==> config.mk <==
export PLATFORM = sky130hd
export DESIGN_NAME = hier_path_serializer
export DESIGN_NICKNAME = d
export VERILOG_FILES = /design/src/rtl/hier_path_serializer.sv
export SDC_FILE = /design/constraint.sdc
export NUM_CORES = 1
export LEC_CHECK = 0
export CAP_MARGIN = 0
export CORE_MARGIN = 3
export CORE_UTILIZATION = 50
export CTS_BUF_LIST = sky130_fd_sc_hd__clkbuf_4 sky130_fd_sc_hd__clkbuf_8 sky130_fd_sc_hd__clkbuf_16
export DETAILED_ROUTE_END_ITERATION = 7
export DONT_BUFFER_PORTS = 1
export SETUP_SLACK_MARGIN = 0.1
export SLEW_MARGIN = 40
export SYNTH_ARGS = -nofsm -noshare
export SYNTH_HDL_FRONTEND = slang
export SYNTH_SLANG_ARGS = --single-unit
==> constraint.sdc <==
create_clock -name clk -period 18.8 [get_ports clk]
set_input_delay 4.7 -clock clk [delete_from_list [all_inputs] [get_ports clk]]
set_output_delay 4.7 -clock clk [all_outputs]
set_load 0.02 [all_outputs]
==> src/rtl/hier_path_serializer.sv <==
// hier_path_serializer: turns a flat leaf index into a stream of base-FANOUT digits, level 0 (MSB) first.
// Define HIER_PATH_SERIALIZER_RANGE_CHECK_EN to reject indices >= FANOUT**DEPTH with an err pulse.
module hier_path_serializer #(
    parameter int unsigned FANOUT = 5,
    parameter int unsigned DEPTH  = 9,
    parameter int unsigned IDX_W  = 21,
    parameter int unsigned DIG_W  = 3,
    localparam int unsigned LVL_W = (DEPTH > 1) ? $clog2(DEPTH) : 1
) (
    input  logic             clk,
    input  logic             rst_n,
    input  logic             in_valid,
    output logic             in_ready,
    input  logic [IDX_W-1:0] in_index,
    output logic             out_valid,
    input  logic             out_ready,
    output logic [DIG_W-1:0] out_digit,
    output logic [LVL_W-1:0] out_level,
    output logic             out_last,
    output logic             err
);

    localparam logic [LVL_W-1:0] LAST_LVL   = LVL_W'(DEPTH - 1);
    localparam logic [IDX_W-1:0] FANOUT_IDX = IDX_W'(FANOUT);

    typedef enum logic [1:0] {
        IDLE = 2'd0,
        CONV = 2'd1,
        EMIT = 2'd2
    } state_t;

    state_t           state, state_next;
    logic [IDX_W-1:0] work, work_next;
    logic [LVL_W-1:0] cnt, cnt_next;
    logic [LVL_W-1:0] ptr, ptr_next;
    logic [DIG_W-1:0] dbuf [DEPTH];

    logic             conv_we_c;
    logic [LVL_W-1:0] slot_c;
    logic [DIG_W-1:0] rem_c;
    logic             range_bad_c;

    logic             in_ready_next;
    logic             out_valid_next;
    logic [DIG_W-1:0] out_digit_next;
    logic [LVL_W-1:0] out_level_next;
    logic             out_last_next;
    logic             err_next;

`ifdef HIER_PATH_SERIALIZER_RANGE_CHECK_EN
    function automatic logic [63:0] pow_f(input int unsigned base, input int unsigned exp);
        logic [63:0] r;
        r = 64'd1;
        for (int unsigned i = 0; i < exp; i++) begin
            r = r * 64'(base);
        end
        return r;
    endfunction

    localparam logic [63:0] LIMIT = pow_f(FANOUT, DEPTH);

    assign range_bad_c = (64'(in_index) >= LIMIT);
`else
    // Out-of-range indices wrap naturally: only DEPTH digits are ever extracted.
    assign range_bad_c = 1'b0;
`endif

    // Next-state, datapath and registered-output selection
    always_comb begin
        state_next     = state;
        work_next      = work;
        cnt_next       = cnt;
        ptr_next       = ptr;
        conv_we_c      = 1'b0;
        err_next       = 1'b0;
        rem_c          = DIG_W'(work % FANOUT_IDX);
        slot_c         = LAST_LVL - cnt;
        in_ready_next  = 1'b0;
        out_valid_next = 1'b0;
        out_digit_next = '0;
        out_level_next = '0;
        out_last_next  = 1'b0;

        case (state)
            IDLE: begin
                if (in_valid && in_ready) begin
                    if (range_bad_c) begin
                        err_next = 1'b1;
                    end else begin
                        state_next = CONV;
                        work_next  = in_index;
                        cnt_next   = '0;
                    end
                end
            end
            CONV: begin
                conv_we_c = 1'b1;
                work_next = work / FANOUT_IDX;
                cnt_next  = cnt + LVL_W'(1);
                if (cnt == LAST_LVL) begin
                    state_next = EMIT;
                    cnt_next   = '0;
                    ptr_next   = '0;
                end
            end
            EMIT: begin
                if (out_valid && out_ready) begin
                    if (ptr == LAST_LVL) begin
                        state_next = IDLE;
                        ptr_next   = '0;
                    end else begin
                        ptr_next = ptr + LVL_W'(1);
                    end
                end
            end
            default: begin
                state_next = IDLE;
            end
        endcase

        in_ready_next  = (state_next == IDLE);
        out_valid_next = (state_next == EMIT);
        if (state_next == EMIT) begin
            // Slot 0 is written on the last CONV edge, so bypass its digit for the first beat.
            out_digit_next = (state == CONV) ? rem_c : dbuf[ptr_next];
            out_level_next = ptr_next;
            out_last_next  = (ptr_next == LAST_LVL);
        end
    end

    // State, datapath and output registers
    always_ff @(posedge clk) begin
        if (!rst_n) begin
            state     <= IDLE;
            work      <= '0;
            cnt       <= '0;
            ptr       <= '0;
            in_ready  <= 1'b1;
            out_valid <= 1'b0;
            out_digit <= '0;
            out_level <= '0;
            out_last  <= 1'b0;
            err       <= 1'b0;
            for (int unsigned i = 0; i < DEPTH; i++) begin
                dbuf[i] <= '0;
            end
        end else begin
            state     <= state_next;
            work      <= work_next;
            cnt       <= cnt_next;
            ptr       <= ptr_next;
            in_ready  <= in_ready_next;
            out_valid <= out_valid_next;
            out_digit <= out_digit_next;
            out_level <= out_level_next;
            out_last  <= out_last_next;
            err       <= err_next;
            if (conv_we_c) begin
                dbuf[slot_c] <= rem_c;
            end
        end
    end

endmodule

==> results.tsv, run 1 <==
metric	value	unit
synthesized net count	965	
post-synthesis sequential area ratio	29.1	%
Worst-Skew Late Latency	0.34	ns
boundary pin count	36	
number of nets in the layout	918	
CP arrival	9.29	ns
routed len/inst	18.4	um
Initial DRC Count	619	
GRT Util Overall	23.4	%
reg2reg start	work[19]$_SDFFE_PN0P_	
area share of the largest cell type after synthesis	18.5	%
Area Overhead vs Synth	3.41	%
Num CTS Buffers	9	
CP Launch Type	register	
PortBufs	0	
vias in the first global route	6391	
drt drc	0	
cts hold-fix bufs	0	
Slew @ Worst Pin	0.713	ns
Ant. Diodes	0	
crit path max-delay cell type	or4_1	
Clock Sinks	89	
Core Region	14900	sq um
Max Clock Skew	0.00349	ns
H-tree levels	3	
async set-or-reset flop fraction in the synthesized netlist	0	%
critical path startpoint	work[19]$_SDFFE_PN0P_	
status	completed	
via/cell ratio	6.46	
overall die area	17100	sq um
Post-synth EDFFs	48	
Syn Std Cell Area	7770	sq um
initial antenna violation count	0	
FILL cells	1391	
Setup-failing EPs final	0	
Synth Flop Type	edfxtp_1	
Hold WS	0.554	ns
first-pass GRT wire length	32400	um
Post CTS Setup Buffer Count	0	
Die Y	131	um
Clock Path Buffers	2	
Tmin final	9.24	ns
grt ovf	0	
final setup TNS	0	ns
Mean Syn Cell Area	8.40	sq um
Yosys cell types	115	
commonest cells after routing, fill and taps aside	nor2_1, nand2_1, o21ai_0	
Buf/Inv on CP	2	
drt first pass iters	5	
Fmax achieved	108	MHz
final hold viol count	0	
Rel. slew slack	52.5	%
Worst-path clk slew	0.07	ns
CTS tree	done	
hpwl dp	14100	um
fraction of layout cells with a size suffix above 1	12.7	%
CP max stage delay	0.66	ns
Cells after Synth	925	
chip width	131	um
Vias	6889	
std cell rows	44	
Worst path top cell family by delay	compound AO/OA/AOI/OAI gates	
largest area contributor in the netlist	edfxtp_1	
commonest non-fill, non-tap cell in the layout	nor2_1	
flops & latches, synth	89	
YS warnings	0	
most used cell, CP	nor2_1	
largest net degree at the start of global routing	45	
Hold Startpoint	work[0]$_SDFFE_PN0P_	
Final ANT Viol Nets	0	
initial core utilization	52.3	%
maxcap violations	0	
GPL Wtd Cong	0.906	
Req. time, crit path	18.85	ns
Synth area leaders	edfxtp_1, dfxtp_1, nor2_1	
RSZ-0062 raised after global routing	false	
Final period util	49.2	%
count of pins over their slew limit	0	
Worst Setup End Kind	register	
root buffer cell	clkbuf_16	
Hold WC Path Type	register to register	
CP max FO	41	
Post-CTS Resized	0	
Setup CP Type	register to register	
final wirelength	19700	um
## stage by stage
stage / setup slack [ns] / cell area [sq um] / cells / utilization (%)
floorplan: 11.16 / 7770 / 925 / -
global placement: 9.82 / 7710 / 1048 / 51.9
detailed placement: 9.53 / 7740 / 1050 / 52.1
CTS: 9.51 / 8030 / 1066 / 54.0
global route: 8.92 / 8040 / 1067 / 54.1
finish: 9.56 / 8040 / 1067 / 54.1
## state kept, by name, indices dropped and copies added, names as in the netlist
name,count
out_last,1
dbuf,48
work,21
out_valid,1
out_digit,3
out_level,4
in_ready,1
cnt,4
state,2
ptr,4
## cells by family after synthesis
kind of cell / after synthesis / share of synthesized area [%]
adder cells (fa/ha/maj): 18 / 2.82
multiplexers: 47 / 7.02
buffers and inverters: 106 / 6.62
flip-flops: 89 / 29.1
AO/OA/AOI/OAI: 276 / 26.7
other: 1 / 0.0483
XOR/XNOR: 17 / 2.35
AND/OR/NAND/NOR: 371 / 25.3
## per-layer routing
metal	global-route usage [%]	part of all wire, %	vias up
met1	33.8	47	3273
met2	37.0	46	231
li1	-	-	3357
met4	6.96	1.6	0
met3	2.60	4.8	28
met5	0	0	-
## final timing paths
kind         depth (start not counted)  slack [ns]                    end
max reg2reg                         30        9.56  dbuf[14][2]$_DFFE_PP_
min                                  2        0.55   work[0]$_SDFFE_PN0P_
max                                 30        9.56  dbuf[14][2]$_DFFE_PP_
min reg2reg                          2        0.55   work[0]$_SDFFE_PN0P_
## Yosys cell counts, drive strengths merged (6+ instances only)
cell type / n
a2111oi: 6
a211o: 8
mux2: 11
a22oi: 11
o22ai: 15
a211oi: 19
o2111ai: 7
and2: 21
o21a: 7
buf: 33
nand3: 27
or2: 7
nor2: 110
o211ai: 18
nor3b: 6
nor2b: 19
xnor2: 12
nand2: 93
and3: 12
dfxtp: 41
a21oi: 47
mux2i: 33
edfxtp: 48
ha: 15
nor3: 25
nor4: 6
nand2b: 8
o21ai: 53
or3: 8
o32ai: 6
inv: 31
a31oi: 9
clkbuf: 38
## tightest hold or removal path: stages, from the launching register on
cell and delay, ns:
dfxtp_1 0.37, nand2_1 0.08, a21boi_1 0.05
## area by class of cell
type | count | area (sq um) | area share [%]
repair buffers | 13 | 113 | 1.40
inverters | 35 | 131 | 1.63
well taps | 184 | 230 | 2.86
flip-flops and latches | 89 | 2260 | 28.2
clock buffers | 9 | 225 | 2.80
multi-input cells | 730 | 5010 | 62.3
clock inverters | 7 | 65.1 | 0.810
Power of run 1 is left out: the tool's default activity adds up to more than one toggle a clock period on the data nets, which glitch-free logic cannot reach.
==> inputs of run 2 (changes only) <==
--- a/config.mk
+++ b/config.mk
@@ -11,6 +11,7 @@
 export CTS_BUF_LIST = sky130_fd_sc_hd__clkbuf_4 sky130_fd_sc_hd__clkbuf_8 sky130_fd_sc_hd__clkbuf_16
 export DETAILED_ROUTE_END_ITERATION = 7
 export DONT_BUFFER_PORTS = 1
+export PLACE_DENSITY = 0.68
 export SETUP_SLACK_MARGIN = 0.1
 export SLEW_MARGIN = 40
 export SYNTH_ARGS = -nofsm -noshare
==> constraint.sdc (replaced) <==
create_clock -name clk -period 8.3 [get_ports clk]
set_input_delay 2.075 -clock clk [delete_from_list [all_inputs] [get_ports clk]]
set_output_delay 2.075 -clock clk [all_outputs]
set_load 0.02 [all_outputs]
==> results.tsv, run 2 (synthesized netlist as in run 1, its figures left out) <==
metric	value	unit
status	completed	
Setup-failing EPs final	0	
Largest register FFs	48	
Hold Startpoint	work[20]$_SDFFE_PN0P_	
grt ovf	0	
boundary pin count	36	
crit path max-delay cell type	or4b_1	
CTS tree	done	
internal reg-to-reg setup slack	0.37	ns
root buffer cell	clkbuf_16	
Reg with most FFs	dbuf	
std cell rows	44	
H-tree levels	3	
commonest cells after routing, fill and taps aside	nor2_1, nand2_1, buf_4	
via/cell ratio	6.37	
Worst-path clk slew	0.06	ns
Fmax achieved	126	MHz
final hold viol count	0	
Clock Sinks	89	
first-pass GRT wire length	32600	um
initial antenna violation count	0	
maxcap violations	0	
Worst Hold Depth	2	
commonest non-fill, non-tap cell in the layout	nor2_1	
initial core utilization	52.3	%
Worst Setup End Kind	register	
Hold EP	work[20]$_SDFFE_PN0P_	
drt drc	0	
PortBufs	0	
overall die area	17100	sq um
Clock Path Buffers	2	
Rel. slew slack	40.0	%
FF-to-FF End	dbuf[8][1]$_SDFFCE_PN0P_	
GPL Wtd Cong	0.938	
most used cell, CP	nor2_1	
Tmin final	7.93	ns
drt first pass iters	5	
number of nets in the layout	964	
Slew @ Worst Pin	0.901	ns
CP max FO	36	
Die Y	131	um
Ant. Diodes	0	
CP Launch Type	register	
Hold WC Path Type	register to register	
Setup CP Type	register to register	
vias in the first global route	6522	
Area Overhead vs Synth	12.0	%
Max Clock Skew	0.0121	ns
routed len/inst	18.3	um
final wirelength	20400	um
worst reg2reg path depth	33	
count of pins over their slew limit	0	
FILL cells	1279	
Core Region	14900	sq um
fraction of layout cells with a size suffix above 1	20.3	%
Req. time, crit path	8.49	ns
cts hold-fix bufs	0	
CP arrival	8.12	ns
largest net degree at the start of global routing	45	
Vias	7094	
chip width	131	um
Final period util	95.5	%
CP max stage delay	0.53	ns
Initial DRC Count	714	
biggest regs	dbuf x48, work x21	
final setup TNS	0	ns
hpwl dp	14100	um
RSZ-0062 raised after global routing	false	
Final ANT Viol Nets	0	
Num CTS Buffers	9	
Worst-Skew Late Latency	0.34	ns
GRT Util Overall	23.3	%
reg2reg start	work[20]$_SDFFE_PN0P_	
[run 2: cell count changes in the layout (fill, tap and decap cells not counted), sizes merged]
cell / before / now
buf: 13 / 58
bufinv: 0 / 3
inv: 36 / 33
mux2: 11 / 12
[run 2: final cells by class]
cell class / instances / area, sq um / area share [%]
Sequential cell: 89 / 2270 / 26.0
Inverter: 35 / 131 / 1.51
Timing Repair Buffer: 58 / 464 / 5.33
Clock buffer: 9 / 225 / 2.59
Multi-Input combinational cell: 731 / 5260 / 60.4
Tap cell: 184 / 230 / 2.64
Clock inverter: 7 / 126 / 1.45
[run 2: worst max path at each step]
stage	start	endpoint	slack, ns	depth (start not counted)
2_1_floorplan	work[16]$_SDFFE_PN0P_	dbuf[10][2]$_DFFE_PP_	0.66	33
3_3_place_gp	work[18]$_SDFFE_PN0P_	dbuf[6][2]$_SDFFCE_PN0P_	0.09	31
3_5_place_dp	work[18]$_SDFFE_PN0P_	dbuf[4][2]$_SDFFCE_PN0P_	0.01	31
4_1_cts	work[17]$_SDFFE_PN0P_	dbuf[7][2]$_SDFFCE_PN0P_	0.13	33
5_1_grt	work[16]$_SDFFE_PN0P_	dbuf[5][0]$_SDFFCE_PN0P_	0.02	35
6_report	work[20]$_SDFFE_PN0P_	dbuf[8][1]$_SDFFCE_PN0P_	0.37	33
[run 2: what timing repair did]
action,CTS,global route
pin swaps,1,23
endpoints found under the hold margin,0,0
gates cloned,0,1
setup buffers,0,17
gates resized for setup,4,48
setup endpoints to repair,12,52
[run 2: per-layer routing]
metal	track usage, %	routed length [um]	vias up
met3	3.33	1120	23
met5	0	0	-
met4	5.08	259	0
met1	33.6	9350	3372
met2	37.4	9640	229
li1	-	-	3470
[run 2: critical path, delay by kind of cell, from the launching register on]
kind / cells / cell delay, ns
AOI/OAI and AO/OA: 13 / 3.02
and+or+nand+nor: 10 / 1.87
muxes: 3 / 1.12
buffers and inverters: 4 / 0.69
adders and majority gates: 2 / 0.52
DFF: 1 / 0.33
xor gates and xnor gates: 1 / 0.22
[run 2: through the flow]
stage / util [%] / hold WS [ns] / instances / cell area [sq um] / setup WS [ns]
2_1_floorplan: - / 0.481 / 925 / 7770 / 0.655
3_3_place_gp: 53.6 / 0.525 / 1079 / 7970 / 0.0939
3_5_place_dp: 53.6 / 0.546 / 1079 / 7970 / 0.0125
4_1_cts: 56.1 / 0.556 / 1095 / 8340 / 0.126
5_1_grt: 58.6 / 0.631 / 1113 / 8700 / 0.0174
6_report: 58.6 / 0.605 / 1113 / 8700 / 0.371
Power of run 2 is left out for the same reason.
==> inputs of run 3 (changes only) <==
--- a/config.mk
+++ b/config.mk
@@ -12,6 +12,7 @@
 export DETAILED_ROUTE_END_ITERATION = 7
 export DONT_BUFFER_PORTS = 1
 export PLACE_DENSITY = 0.68
+export REMOVE_ABC_BUFFERS = 1
 export SETUP_SLACK_MARGIN = 0.1
 export SLEW_MARGIN = 40
 export SYNTH_ARGS = -nofsm -noshare
==> results.tsv, run 3 (synthesized netlist as in run 1, its figures left out) <==
metric	value	unit
RSZ-0062 raised after global routing	false	
Worst-path clk slew	0.07	ns
Vias	7127	
biggest regs	dbuf x48, work x21	
Reg with most FFs	dbuf	
CP Launch Type	register	
Buf/Inv on CP	5	
fraction of layout cells with a size suffix above 1	19.1	%
Tmin final	7.80	ns
cts hold-fix bufs	0	
Area Overhead vs Synth	9.56	%
placed cell count	1078	
Clock Sinks	89	
Setup-failing EPs final	0	
CP max FO	16	
boundary pin count	36	
final wirelength	20400	um
Worst-Skew Late Latency	0.35	ns
Req. time, crit path	8.39	ns
Clock Path Buffers	2	
Core Util, Final	57.3	%
GRT Util Overall	23.7	%
GPL Wtd Cong	0.927	
final hold viol count	0	
count of pins over their slew limit	0	
largest net degree at the start of global routing	45	
Num CTS Buffers	9	
PortBufs	0	
drt drc	0	
Die Y	131	um
grt ovf	0	
hpwl dp	14400	um
initial antenna violation count	0	
CP max stage delay	0.49	ns
fin cells	1102	
Final ANT Viol Nets	0	
via/cell ratio	6.47	
chip width	131	um
Rel. slew slack	61.3	%
first-pass GRT wire length	32600	um
Fmax achieved	128	MHz
H-tree levels	3	
Setup CP Type	register to register	
Initial DRC Count	764	
Max Clock Skew	0.0119	ns
CTS tree	done	
Worst path top cell family by delay	simple AND/OR/NAND/NOR gates	
drt first pass iters	5	
FILL cells	1321	
overall die area	17100	sq um
std cell rows	44	
Largest register FFs	48	
Ant. Diodes	0	
Slew @ Worst Pin	0.576	ns
commonest cells after routing, fill and taps aside	nor2_1, nand2_1, edfxtp_1	
Worst Setup End Kind	register	
initial core utilization	52.3	%
vias in the first global route	6236	
routed len/inst	18.5	um
Hold WC Path Type	register to register	
status	completed	
number of nets in the layout	953	
commonest non-fill, non-tap cell in the layout	nor2_1	
crit path max-delay cell type	dfxtp_1	
Final period util	94.0	%
root buffer cell	clkbuf_16	
maxcap violations	0	
Core Region	14900	sq um
CP arrival	7.89	ns
==> run 3: cell count changes in the layout (fill, tap and decap cells not counted), moves of 2 or more <==
cell       previous run  this run
nor2_1               98        96
xnor2_2               1         3
nor2_4                2         0
a2111oi_0             1         3
nor2_2               10        14
buf_4                55        43
==> run 3: layout make-up <==
cell class                      count  area, sq um  area share [%]
Clock buffer                       11          246            2.89
Sequential cell                    89         2260            26.6
Timing Repair Buffer               48          400            4.70
Clock inverter                      5         85.1           0.999
Multi-Input combinational cell    730         5160            60.6
Tap cell                          184          230            2.70
Inverter                           35          131            1.54
==> run 3: per-stage QoR <==
stage               hold WS [ns]  worst slack [ns]  TNS, ns  area, sq um
finish                     0.560             0.500        0         8510
CTS                        0.563             0.252        0         8300
floorplan                  0.481           -0.0475   -0.333         7390
detailed placement         0.547             0.277        0         7970
global route               0.587            0.0572        0         8510
global placement           0.534             0.245        0         7940
==> run 3: final timing paths <==
check                           slack [ns]             startpoint                    end  depth (start not counted)
worst max register to register        0.50  work[13]$_SDFFE_PN0P_  dbuf[13][1]$_DFFE_PP_                         32
worst min register to register        0.56   work[0]$_SDFFE_PN0P_   work[0]$_SDFFE_PN0P_                          2
worst min-delay path                  0.56   work[0]$_SDFFE_PN0P_   work[0]$_SDFFE_PN0P_                          2
worst max-delay path                  0.50  work[13]$_SDFFE_PN0P_  dbuf[13][1]$_DFFE_PP_                         32
==> run 3: what timing repair did <==
| action | in CTS | in global routing |
|---|---|---|
| setup buffers | 0 | 8 |
| endpoints found under the setup margin | 0 | 52 |
| resized for setup | 0 | 36 |
==> run 3: metal layers <==
| layer | share of wire [%] | track usage, % |
|---|---|---|
| met1 | 46 | 35.3 |
| met2 | 45 | 34.8 |
| met3 | 5.8 | 3.25 |
| met4 | 3.2 | 9.20 |
| met5 | 0 | 0 |
==> run 3: worst min-delay path, stage by stage, from the launching register on <==
cell,delay [ns]
dfxtp_1,0.37
nand2_1,0.09
a21boi_1,0.05
Power of run 3 is left out for the same reason.
